<file path="src/rtl/sram_engine_pkg.sv">
// Shared definitions for the SRAM bulk engine: host register map, cycle FSM
// state encoding, status bit positions and the cycle-type enum.
package sram_engine_pkg;

  // Host register addresses
  localparam logic [7:0] REG_DATA   = 8'h10;
  localparam logic [7:0] REG_CTRL   = 8'h11;
  localparam logic [7:0] REG_ADDR0  = 8'h12;
  localparam logic [7:0] REG_ADDR1  = 8'h13;
  localparam logic [7:0] REG_ADDR2  = 8'h14;
  localparam logic [7:0] REG_WAIT   = 8'h15;
  localparam logic [7:0] REG_STATUS = 8'h16;
  localparam logic [7:0] REG_ID_LO  = 8'hFD;
  localparam logic [7:0] REG_ID_HI  = 8'hFE;
  localparam logic [7:0] REG_REV    = 8'hFF;

  // Control register bit positions (START is a command, never stored)
  localparam int CTRL_START    = 0;
  localparam int CTRL_AUTOINC  = 1;
  localparam int CTRL_PREFETCH = 2;

  // Status register bit positions
  localparam int STAT_BUSY   = 0;
  localparam int STAT_RVALID = 1;
  localparam int STAT_OVR    = 2;

  typedef enum logic [1:0] {
    ST_IDLE  = 2'd0,
    ST_SETUP = 2'd1,
    ST_PULSE = 2'd2,
    ST_HOLD  = 2'd3
  } cyc_state_t;

  typedef enum logic {
    CYC_READ  = 1'b0,
    CYC_WRITE = 1'b1
  } cyc_kind_t;

  // Assemble the status byte from its flag bits
  function automatic logic [7:0] status_byte(input logic ovr, input logic rvalid,
                                             input logic busy);
    logic [7:0] s;
    s = 8'h00;
    s[STAT_OVR]    = ovr;
    s[STAT_RVALID] = rvalid;
    s[STAT_BUSY]   = busy;
    return s;
  endfunction

endpackage

</file>
<file path="src/rtl/sram_cycle_fsm.sv">
// Timing engine for one asynchronous SRAM access: SETUP, PULSE (wait+1
// clocks), HOLD. Strobes are decoded from the state register so an
// asynchronous reset releases them immediately.
module sram_cycle_fsm
  import sram_engine_pkg::*;
#(
  parameter int WAIT_W = 4
) (
  input  logic              clk,
  input  logic              rst_n,
  input  logic              start,
  input  cyc_kind_t         start_kind,
  input  logic [WAIT_W-1:0] wait_cycles,
  output logic              busy,
  output logic              ce_n,
  output logic              oe_n,
  output logic              we_n,
  output logic              dq_oe,
  output logic              capture,
  output logic              done
);

  cyc_state_t        state_reg, state_next;
  cyc_kind_t         kind_reg, kind_next;
  logic [WAIT_W-1:0] cnt_reg, cnt_next;

  // State, cycle type and pulse-width counter registers
  always_ff @(posedge clk or negedge rst_n) begin
    if (!rst_n) begin
      state_reg <= ST_IDLE;
      kind_reg  <= CYC_READ;
      cnt_reg   <= '0;
    end else begin
      state_reg <= state_next;
      kind_reg  <= kind_next;
      cnt_reg   <= cnt_next;
    end
  end

  // Next-state logic and strobe decode; capture fires on the PULSE->HOLD edge
  always_comb begin
    state_next = state_reg;
    kind_next  = kind_reg;
    cnt_next   = cnt_reg;
    busy       = 1'b0;
    ce_n       = 1'b1;
    oe_n       = 1'b1;
    we_n       = 1'b1;
    dq_oe      = 1'b0;
    capture    = 1'b0;
    done       = 1'b0;
    case (state_reg)
      ST_IDLE: begin
        if (start) begin
          state_next = ST_SETUP;
          kind_next  = start_kind;
          cnt_next   = wait_cycles;
        end
      end
      ST_SETUP: begin
        busy       = 1'b1;
        ce_n       = 1'b0;
        dq_oe      = (kind_reg == CYC_WRITE);
        state_next = ST_PULSE;
      end
      ST_PULSE: begin
        busy  = 1'b1;
        ce_n  = 1'b0;
        oe_n  = (kind_reg != CYC_READ);
        we_n  = (kind_reg != CYC_WRITE);
        dq_oe = (kind_reg == CYC_WRITE);
        if (cnt_reg == '0) begin
          state_next = ST_HOLD;
          capture    = (kind_reg == CYC_READ);
        end else begin
          cnt_next = cnt_reg - WAIT_W'(1);
        end
      end
      ST_HOLD: begin
        busy       = 1'b1;
        ce_n       = 1'b0;
        dq_oe      = (kind_reg == CYC_WRITE);
        done       = 1'b1;
        state_next = ST_IDLE;
      end
      default: state_next = ST_IDLE;
    endcase
  end

endmodule

</file>
<file path="src/rtl/sram_bulk_engine.sv">
// Host register file for bulk SRAM access: decodes byte-wide host accesses,
// holds address/data/control state and launches cycles on sram_cycle_fsm.
module sram_bulk_engine
  import sram_engine_pkg::*;
#(
  parameter int          ADDR_W      = 15,
  parameter int          DATA_W      = 8,
  parameter int          WAIT_W      = 4,
  parameter logic [15:0] RUNTIME_ID  = 16'h000B,
  parameter logic [7:0]  RUNTIME_REV = 8'h01
) (
  input  logic              clk,
  input  logic              rst_n,
  input  logic [7:0]        reg_addr,
  input  logic [7:0]        reg_wdata,
  input  logic              reg_wr,
  input  logic              reg_rd,
  output logic [7:0]        reg_rdata,
  output logic [ADDR_W-1:0] dut_addr,
  output logic [DATA_W-1:0] dut_dq_out,
  output logic              dut_dq_oe,
  input  logic [DATA_W-1:0] dut_dq_in,
  output logic              dut_ce_n,
  output logic              dut_oe_n,
  output logic              dut_we_n,
  output logic              busy
);

  logic [ADDR_W-1:0] addr_reg, addr_next;
  logic [DATA_W-1:0] dq_out_reg, dq_out_next;
  logic [DATA_W-1:0] rbuf_reg, rbuf_next;
  logic [WAIT_W-1:0] wait_reg, wait_next;
  logic [7:0]        rdata_reg, rdata_next;
  logic              rvalid_reg, rvalid_next;
  logic              ovr_reg, ovr_next;
  logic              auto_inc_reg, auto_inc_next;
  logic              prefetch_reg, prefetch_next;

  logic [23:0]       addr_wide;
  logic              start;
  cyc_kind_t         start_kind;
  logic              ovr_set, ovr_clr, rvalid_clr;
  logic              fsm_busy, capture, done;

  sram_cycle_fsm #(.WAIT_W(WAIT_W)) u_cycle_fsm (
    .clk        (clk),
    .rst_n      (rst_n),
    .start      (start),
    .start_kind (start_kind),
    .wait_cycles(wait_reg),
    .busy       (fsm_busy),
    .ce_n       (dut_ce_n),
    .oe_n       (dut_oe_n),
    .we_n       (dut_we_n),
    .dq_oe      (dut_dq_oe),
    .capture    (capture),
    .done       (done)
  );

  // Host decode: writes act first, reads return the state before this edge
  always_comb begin
    addr_next     = addr_reg;
    dq_out_next   = dq_out_reg;
    wait_next     = wait_reg;
    rdata_next    = rdata_reg;
    auto_inc_next = auto_inc_reg;
    prefetch_next = prefetch_reg;
    addr_wide     = 24'(addr_reg);
    start         = 1'b0;
    start_kind    = CYC_READ;
    ovr_set       = 1'b0;
    ovr_clr       = 1'b0;
    rvalid_clr    = 1'b0;

    if (reg_wr) begin
      case (reg_addr)
        REG_DATA: begin
          if (fsm_busy) ovr_set = 1'b1;
          else begin
            dq_out_next = reg_wdata[DATA_W-1:0];
            start       = 1'b1;
            start_kind  = CYC_WRITE;
          end
        end
        REG_CTRL: begin
          auto_inc_next = reg_wdata[CTRL_AUTOINC];
          prefetch_next = reg_wdata[CTRL_PREFETCH];
          if (reg_wdata[CTRL_START]) begin
            if (fsm_busy) ovr_set = 1'b1;
            else start = 1'b1;
          end
        end
        REG_ADDR0, REG_ADDR1, REG_ADDR2: begin
          if (fsm_busy) ovr_set = 1'b1;
          else begin
            if (reg_addr == REG_ADDR0) addr_wide[7:0]   = reg_wdata;
            if (reg_addr == REG_ADDR1) addr_wide[15:8]  = reg_wdata;
            if (reg_addr == REG_ADDR2) addr_wide[23:16] = reg_wdata;
            addr_next = addr_wide[ADDR_W-1:0];
          end
        end
        REG_WAIT: begin
          if (fsm_busy) ovr_set = 1'b1;
          else wait_next = WAIT_W'(reg_wdata);
        end
        default: ;
      endcase
    end

    if (reg_rd) begin
      case (reg_addr)
        REG_DATA: begin
          rdata_next = 8'(rbuf_reg);
          rvalid_clr = 1'b1;
          // A prefetch cannot start while busy or when a write cycle
          // was launched by the simultaneous host write.
          if (fsm_busy || (prefetch_reg && start)) ovr_set = 1'b1;
          else if (prefetch_reg) begin
            start      = 1'b1;
            start_kind = CYC_READ;
          end
        end
        REG_STATUS: begin
          rdata_next = status_byte(ovr_reg, rvalid_reg, fsm_busy);
          ovr_clr    = 1'b1;
        end
        REG_ID_LO: rdata_next = RUNTIME_ID[7:0];
        REG_ID_HI: rdata_next = RUNTIME_ID[15:8];
        REG_REV:   rdata_next = RUNTIME_REV;
        default:   rdata_next = 8'h00;
      endcase
    end

    // Address advances as the cycle leaves HOLD; host address writes are
    // rejected while busy, so the two never coincide.
    if (done && auto_inc_reg) addr_next = addr_reg + ADDR_W'(1);

    rbuf_next   = capture ? dut_dq_in : rbuf_reg;
    rvalid_next = capture ? 1'b1 : (rvalid_clr ? 1'b0 : rvalid_reg);
    ovr_next    = ovr_set ? 1'b1 : (ovr_clr ? 1'b0 : ovr_reg);
  end

  // Register file state
  always_ff @(posedge clk or negedge rst_n) begin
    if (!rst_n) begin
      addr_reg     <= '0;
      dq_out_reg   <= '0;
      rbuf_reg     <= '0;
      wait_reg     <= '0;
      rdata_reg    <= '0;
      rvalid_reg   <= 1'b0;
      ovr_reg      <= 1'b0;
      auto_inc_reg <= 1'b0;
      prefetch_reg <= 1'b0;
    end else begin
      addr_reg     <= addr_next;
      dq_out_reg   <= dq_out_next;
      rbuf_reg     <= rbuf_next;
      wait_reg     <= wait_next;
      rdata_reg    <= rdata_next;
      rvalid_reg   <= rvalid_next;
      ovr_reg      <= ovr_next;
      auto_inc_reg <= auto_inc_next;
      prefetch_reg <= prefetch_next;
    end
  end

  assign dut_addr   = addr_reg;
  assign dut_dq_out = dq_out_reg;
  assign reg_rdata  = rdata_reg;
  assign busy       = fsm_busy;

endmodule

</file>
<file path="config.mk">
export PLATFORM = sky130hd
export DESIGN_NAME = sram_bulk_engine
export DESIGN_NICKNAME = d
export VERILOG_FILES = /design/src/rtl/sram_engine_pkg.sv /design/src/rtl/sram_cycle_fsm.sv /design/src/rtl/sram_bulk_engine.sv
export SDC_FILE = /design/constraint.sdc
export NUM_CORES = 1
export LEC_CHECK = 0
export CAP_MARGIN = 20
export CORE_ASPECT_RATIO = 0.75
export CORE_MARGIN = 2
export CORE_UTILIZATION = 45
export CTS_CLUSTER_DIAMETER = 80
export DETAILED_ROUTE_END_ITERATION = 8
export MAX_ROUTING_LAYER = met4
export PLACE_DENSITY_LB_ADDON = 0.15
export SKIP_CTS_REPAIR_TIMING = 1
export SLEW_MARGIN = 10
export SYNTH_ARGS = -nofsm -noshare
export SYNTH_HDL_FRONTEND = slang
export SYNTH_SLANG_ARGS = --single-unit
export TNS_END_PERCENT = 5
</file>
<file path="constraint.sdc">
create_clock -name clk -period 4.9 [get_ports clk]
set_clock_uncertainty 0.05 [all_clocks]
set_input_delay 0.49 -clock clk [delete_from_list [all_inputs] [get_ports clk]]
set_output_delay 0.49 -clock clk [all_outputs]
set_load 0.02 [all_outputs]
</file>
==> Word-level counts from Yosys, hierarchy flattened <==
Cells that the tools add are included.
{ "totals": {"in_bits": 28, "reg_bits": 54, "elab_cells": 106, "output_inout_bits": 36} }
{ "classes": {"bitwise": 2, "n_reduce_logical": 23, "eq_ne": 16, "n_mux": 50, "add_sub_neg": 2} }
{ "op_table": {"columns": ["operator", "count"], "rows": [
  ["$mux 15", 4],
  ["$eq 8x5->1 const B", 7],
  ["$mux 1", 35],
  ["$pmux 8 s4", 1],
  ["$eq 8x8->1 const B", 2],
  ["$add 15x1->15 const B", 1],
  ["$reduce_bool 2->1", 7],
  ["$reduce_and 3->1", 3],
  ["$mux 4", 2],
  ["$mux 8", 1],
  ["$pmux 2 s4", 1],
  ["$pmux 4 s2", 1],
  ["$reduce_and 4->1", 2],
  ["$mux 7", 1],
  ["$reduce_and 2->1", 3],
  ["$reduce_or 3->1", 2],
  ["$reduce_or 5->1", 1],
  ["$eq 2x2->1 const B", 2],
  ["$logic_not 4->1", 1],
  ["$mux 2", 2],
  ["$ne 2x1->1 const B", 2],
  ["$ne 2x2->1 const B", 2],
  ["$pmux 1 s2", 2],
  ["$sub 4x1->4 const B", 1],
  ["other kinds (5)", 7]
]} }

==> Longest topological paths before layout <==
{ "depth": {"ltp_word": 14, "mapped_depth": 7, "ltp_nobuf": 7} }

==> Modules after synthesis <==
Synthesis repeated with hierarchy kept, for this count alone.
{ "unflattened": {"hier_cells": 255, "area_unflattened_um2": 2787.7} }
{ "by_module_without_submodules": {"columns": ["module", "seq_area_each_um2", "n_inst", "cells_per_inst", "area_each_um2"], "rows": [
  ["sram_bulk_engine", 1176.1, 1, 201, 2287.2],
  ["sram_cycle_fsm", 175.2, 1, 54, 500.5]
]} }

==> Least setup slack after synthesis <==
OpenSTA, ideal clock, no wires.
{ "synth_path": {"path_kind": "reg-to-reg", "from": "register u_cycle_fsm.state_reg[0]", "to": "register u_cycle_fsm.state_reg[1]", "slack_ns": 2.327, "path_stages_with_launch": 8, "path_buffers": 0, "period_less_slack_ns": 2.573, "t_arrival_ns": 2.399, "setup_ns": 0.125, "required_time_ns": 4.725, "path_cell_list": "dfrtp_1 -> inv_1 -> ha_1 -> or4b_2 -> or4_1 -> nand2_1 -> nand2_1 -> mux2_2"} }
{ "synth_via": {"elab_chain_len": 14, "word_cells_on_any_way": 20, "classes_between": "eq/ne: 5; mux: 10; reduce/logical: 5"} }
{ "synth_rtl": {"columns": ["element", "line", "text"], "rows": [
  ["start, declared", "sram_cycle_fsm.sv:23", "cyc_state_t state_reg, state_next;"],
  ["start signal, assigned", "sram_cycle_fsm.sv:34", "state_reg <= state_next;"],
  ["$eq 2x1->1 / $eq 2x2->1 (equally long branches)", "sram_cycle_fsm.sv:52", "case (state_reg)"],
  ["$reduce_or 3->1 (no line)", null, null],
  ["$mux 1", "sram_cycle_fsm.sv:52", null],
  ["$mux 1", "sram_bulk_engine.sv:78, sram_bulk_engine.sv:89", null],
  ["$mux 1", "sram_bulk_engine.sv:88", "if (reg_wdata[CTRL_START]) begin"],
  ["$pmux 1 s2", "sram_bulk_engine.sv:76", "case (reg_addr)"],
  ["$mux 1", "sram_bulk_engine.sv:75", "if (reg_wr) begin"],
  ["$logic_and 1x1->1", "sram_bulk_engine.sv:117", "if (fsm_busy || (prefetch_reg && start)) ovr_set = 1'b1;"],
  ["$logic_or 1x1->1", "sram_bulk_engine.sv:117", null],
  ["$mux 1", "sram_bulk_engine.sv:117", null],
  ["$mux 1", "sram_bulk_engine.sv:111", "case (reg_addr)"],
  ["$mux 1", "sram_bulk_engine.sv:110", "if (reg_rd) begin"],
  ["$ne 2x2->1 (no line)", null, null],
  ["$reduce_and 2->1 (no line)", null, null]
]} }
Parallel ways exist; a longest one is shown, timed or not.
A chain may end at the register's enable or synchronous reset.

==> Final worst setup path <==
{ "layout_path": {"from": "input port reg_addr[1]", "to": "register u_cycle_fsm.state_reg[1]"} }
{ "layout_via": {"elab_chain_len": 10, "word_cells_on_any_way": 12, "classes_between": "eq/ne: 3; mux: 6; reduce/logical: 3"} }
{ "layout_rtl": {"columns": ["element", "line", "text"], "rows": [
  ["start, declared", "sram_bulk_engine.sv:14", "input logic [7:0] reg_addr,"],
  ["$eq 8x5->1, on equally long branches", "sram_bulk_engine.sv:76, sram_bulk_engine.sv:111", null],
  ["$pmux 1 s2", "sram_bulk_engine.sv:76", null],
  ["$mux 1", "sram_bulk_engine.sv:75", null],
  ["$logic_and 1x1->1", "sram_bulk_engine.sv:117", null],
  ["$logic_or 1x1->1", "sram_bulk_engine.sv:117", null],
  ["$mux 1", "sram_bulk_engine.sv:117", null],
  ["$mux 1", "sram_bulk_engine.sv:111", null],
  ["$mux 1 (*)", "sram_bulk_engine.sv:110", null],
  ["$ne 2x2->1 (no line) (*)", null, null],
  ["$reduce_and 2->1 (no line) (*)", null, null]
]} }
Mark *: on every way between the ends. The rest lies on a longest branch, timed or not.

==> results.toml <==
[run_status]
outcome = "finished clean"

[drt]
drt_iter0_drc = 158
wire_per_inst_um = 16.5
via_per_inst = 5.67
drc = 0
firstDrtPassIters = 5
num_vias = 2410
ant_nets = 0
drt-total-wl_mm = 6.99

[critical_path]
r2r-start = "u_cycle_fsm.state_reg[0]$_DFFE_PN0P_"
reg2regPathDepth = 7
critPathLaunchType = "input pin"
endpoint_kind = "flip-flop"
arrival_ns = 2.97
crit_type = "in2reg"
path_max_fanout = 12
crit_required_ns = 5.06
setup.worst_path.start = "reg_addr[1]"
r2r_end = "u_cycle_fsm.state_reg[1]$_DFFE_PN0P_"
reg2reg_slack_ns = 2.16
endpoint = "u_cycle_fsm.state_reg[1]$_DFFE_PN0P_"

[yosys]
async_flop_share_pct = 100
post_synth_main_area_contributors = "dfrtp_1 (47%), mux2_2 (9.4%), nand2_1 (3.3%)"
synth_most_common_cell = "dfrtp_1"
synth_cells = 284
yosysTopAreaCell = "dfrtp_1"
syn-num-nets = 318
synth-seq-cells = 54
synth-seq-area-share_pct = 47.2
syn_area_sq_mm = 0.00286
netlist-cell-type-count = 51
synth_warnings = 0
synth_edf_count = 0
postSynthAreaPerCell_sq_um = 10.1
synth_top_cell_area_share_pct = 47.2
synthTopCellsByCount = "dfrtp_1 (54), nand2_1 (25), mux2_2 (24)"
synthFlopType = "dfrtp_1"

[timing]
setup_viol = 0
slew_headroom_pct = 49.5
report.final.hold_viol_count = 0
post-route-period-util_pct = 57.5
tightest_slew_ns = 0.747
max_freq_mhz = 355
fin_tns_setup_ns = 0
slew_viol_final = 0
rsz0062_at_grt = "no"
min_period_ns = 2.82
hold_slack_ns = 0.246

[worst_hold_path]
hold_class = "in2async"

[finish]
antennaDiodeCount = 0
largest_reg_flops = 15
fill_cells = 552
layout-drive-gt1-share_pct = 11.6
finalNetCount = 377
instances_no_fill = 425
synthToLayoutAreaGrowth_pct = 26.6
multi_input_area_sq_mm = 0.00140
regArea_sq_mm = 0.00135

[floorplanning]
core_area_sq_mm = 0.00622
rows = 25
initial_core_util_pct = 46.0
dieHeight_um = 73.1
dieArea_sq_mm = 0.00702
ios = 64
die_w_um = 96.1

[power]
ir_drop_mv = 0.128
power_density_mw_per_mm2 = 366
leakagePower_nw = 1.48

[global_routing]
gr-usage-all-layers_pct = 21.4
antenna_found_initial = 0
grt_pass1_wl_mm = 11.1
grt_max_degree = 55
grt_pass1_vias = 2182
overflow = 0

[place]
dp_hpwl_mm = 5.10
dp_cells = 417
port_buffers = 63
place_congestion = 0.937

[clock_tree]
cts_tree = "done"
clock-sinks = 54
cts-root-buf = "clkbuf_8"
h-tree-depth = 2
clk_latency_ns = 0.31
cts.clk_slew.worst_paths_ns = 0.10
clock_path_buffers = 2
numCtsBuffers = 5

[flow_run]
maxCapViolCount = 0
[through the flow]
stage	worst slack [ns]	total power [mW]	cell area [sq um]	utilization [%]
final	2.08	1.33	3620	58.2
after global routing	1.99	1.41	3620	58.2
after CTS	2.10	1.33	3620	58.2
after detailed placement	1.79	1.08	3530	56.8
after global placement	1.84	1.07	3530	56.8
after floorplan	2.33	0.882	2860	-
[critical path, cell delays in order]
cell and delay (ns):
clkdlybuf4s50_1 0.63, or4b_2 0.75, or4_1 0.51, nand2_1 0.21, nand2_1 0.10, mux2_2 0.28
[cell families after synthesis]
| family | synth area share [%] |
|---|---|
| multiplexers | 9.83 |
| XOR/XNOR | 0.306 |
| adder cells (fa/ha/maj) | 2.62 |
| AO/OA/AOI/OAI | 14.2 |
| buffers and inverters | 3.80 |
| AND/OR/NAND/NOR | 22.1 |
| flip-flops | 47.2 |
[how the worst min path moves through the flow]
| stage | cells after the start | from | slack [ns] | to |
|---|---|---|---|---|
| floorplan | 0 | rst_n | 0.14 | auto_inc_reg$_DFFE_PN0P_ |
| global placement | 1 | dut_dq_out[7]$_DFFE_PN0P_ | 0.42 | dut_dq_out[7]$_DFFE_PN0P_ |
| detailed placement | 2 | rbuf_reg[4]$_DFFE_PN0P_ | 0.44 | reg_rdata[4]$_DFFE_PN0P_ |
| CTS | 2 | rst_n | 0.27 | dut_dq_out[6]$_DFFE_PN0P_ |
| global route | 2 | rst_n | 0.32 | dut_dq_out[6]$_DFFE_PN0P_ |
| finish | 2 | rst_n | 0.25 | dut_addr[12]$_DFFE_PN0P_ |
[power breakdown]
| part | internal (mW) | switching (mW) |
|---|---|---|
| sequential | 0.517 | 0.0746 |
| combinational | 0.225 | 0.253 |
| clock | 0.104 | 0.151 |
| total | 0.846 | 0.479 |
[metal layers]
metal	up-vias	part of all wire (%)	wire length [um]	GRT usage [%]
met1	1187	52	3630	34.0
met5	-	0	0	-
met2	71	44	3060	29.0
met4	0	0.39	27	3.81
met3	2	4.0	283	3.41
li1	1150	-	-	-
[cells in the final DEF, fill, tap and decap left out, types with 7 or more instances in the layout]
cell | netlist | layout
a21oi_1 | 14 | 14
and3_1 | 7 | 7
clkdlybuf4s50_1 | 0 | 62
dfrtp_1 | 54 | 54
inv_1 | 12 | 12
mux2_2 | 24 | 24
nand2_1 | 25 | 25
nand3_1 | 14 | 14
nor2_1 | 23 | 23
nor3_1 | 12 | 12
o21ai_0 | 13 | 13
[area by class of cell]
cell class                      instances  share of cell area [%]
Sequential cell                        54                    37.3
Timing Repair Buffer                   64                    17.5
Clock inverter                          2                   0.483
Inverter                               12                    1.24
Clock buffer                            6                    2.00
Multi-Input combinational cell        206                    38.7
Tap cell                               81                    2.80
Power figures use the tool's default switching activity.
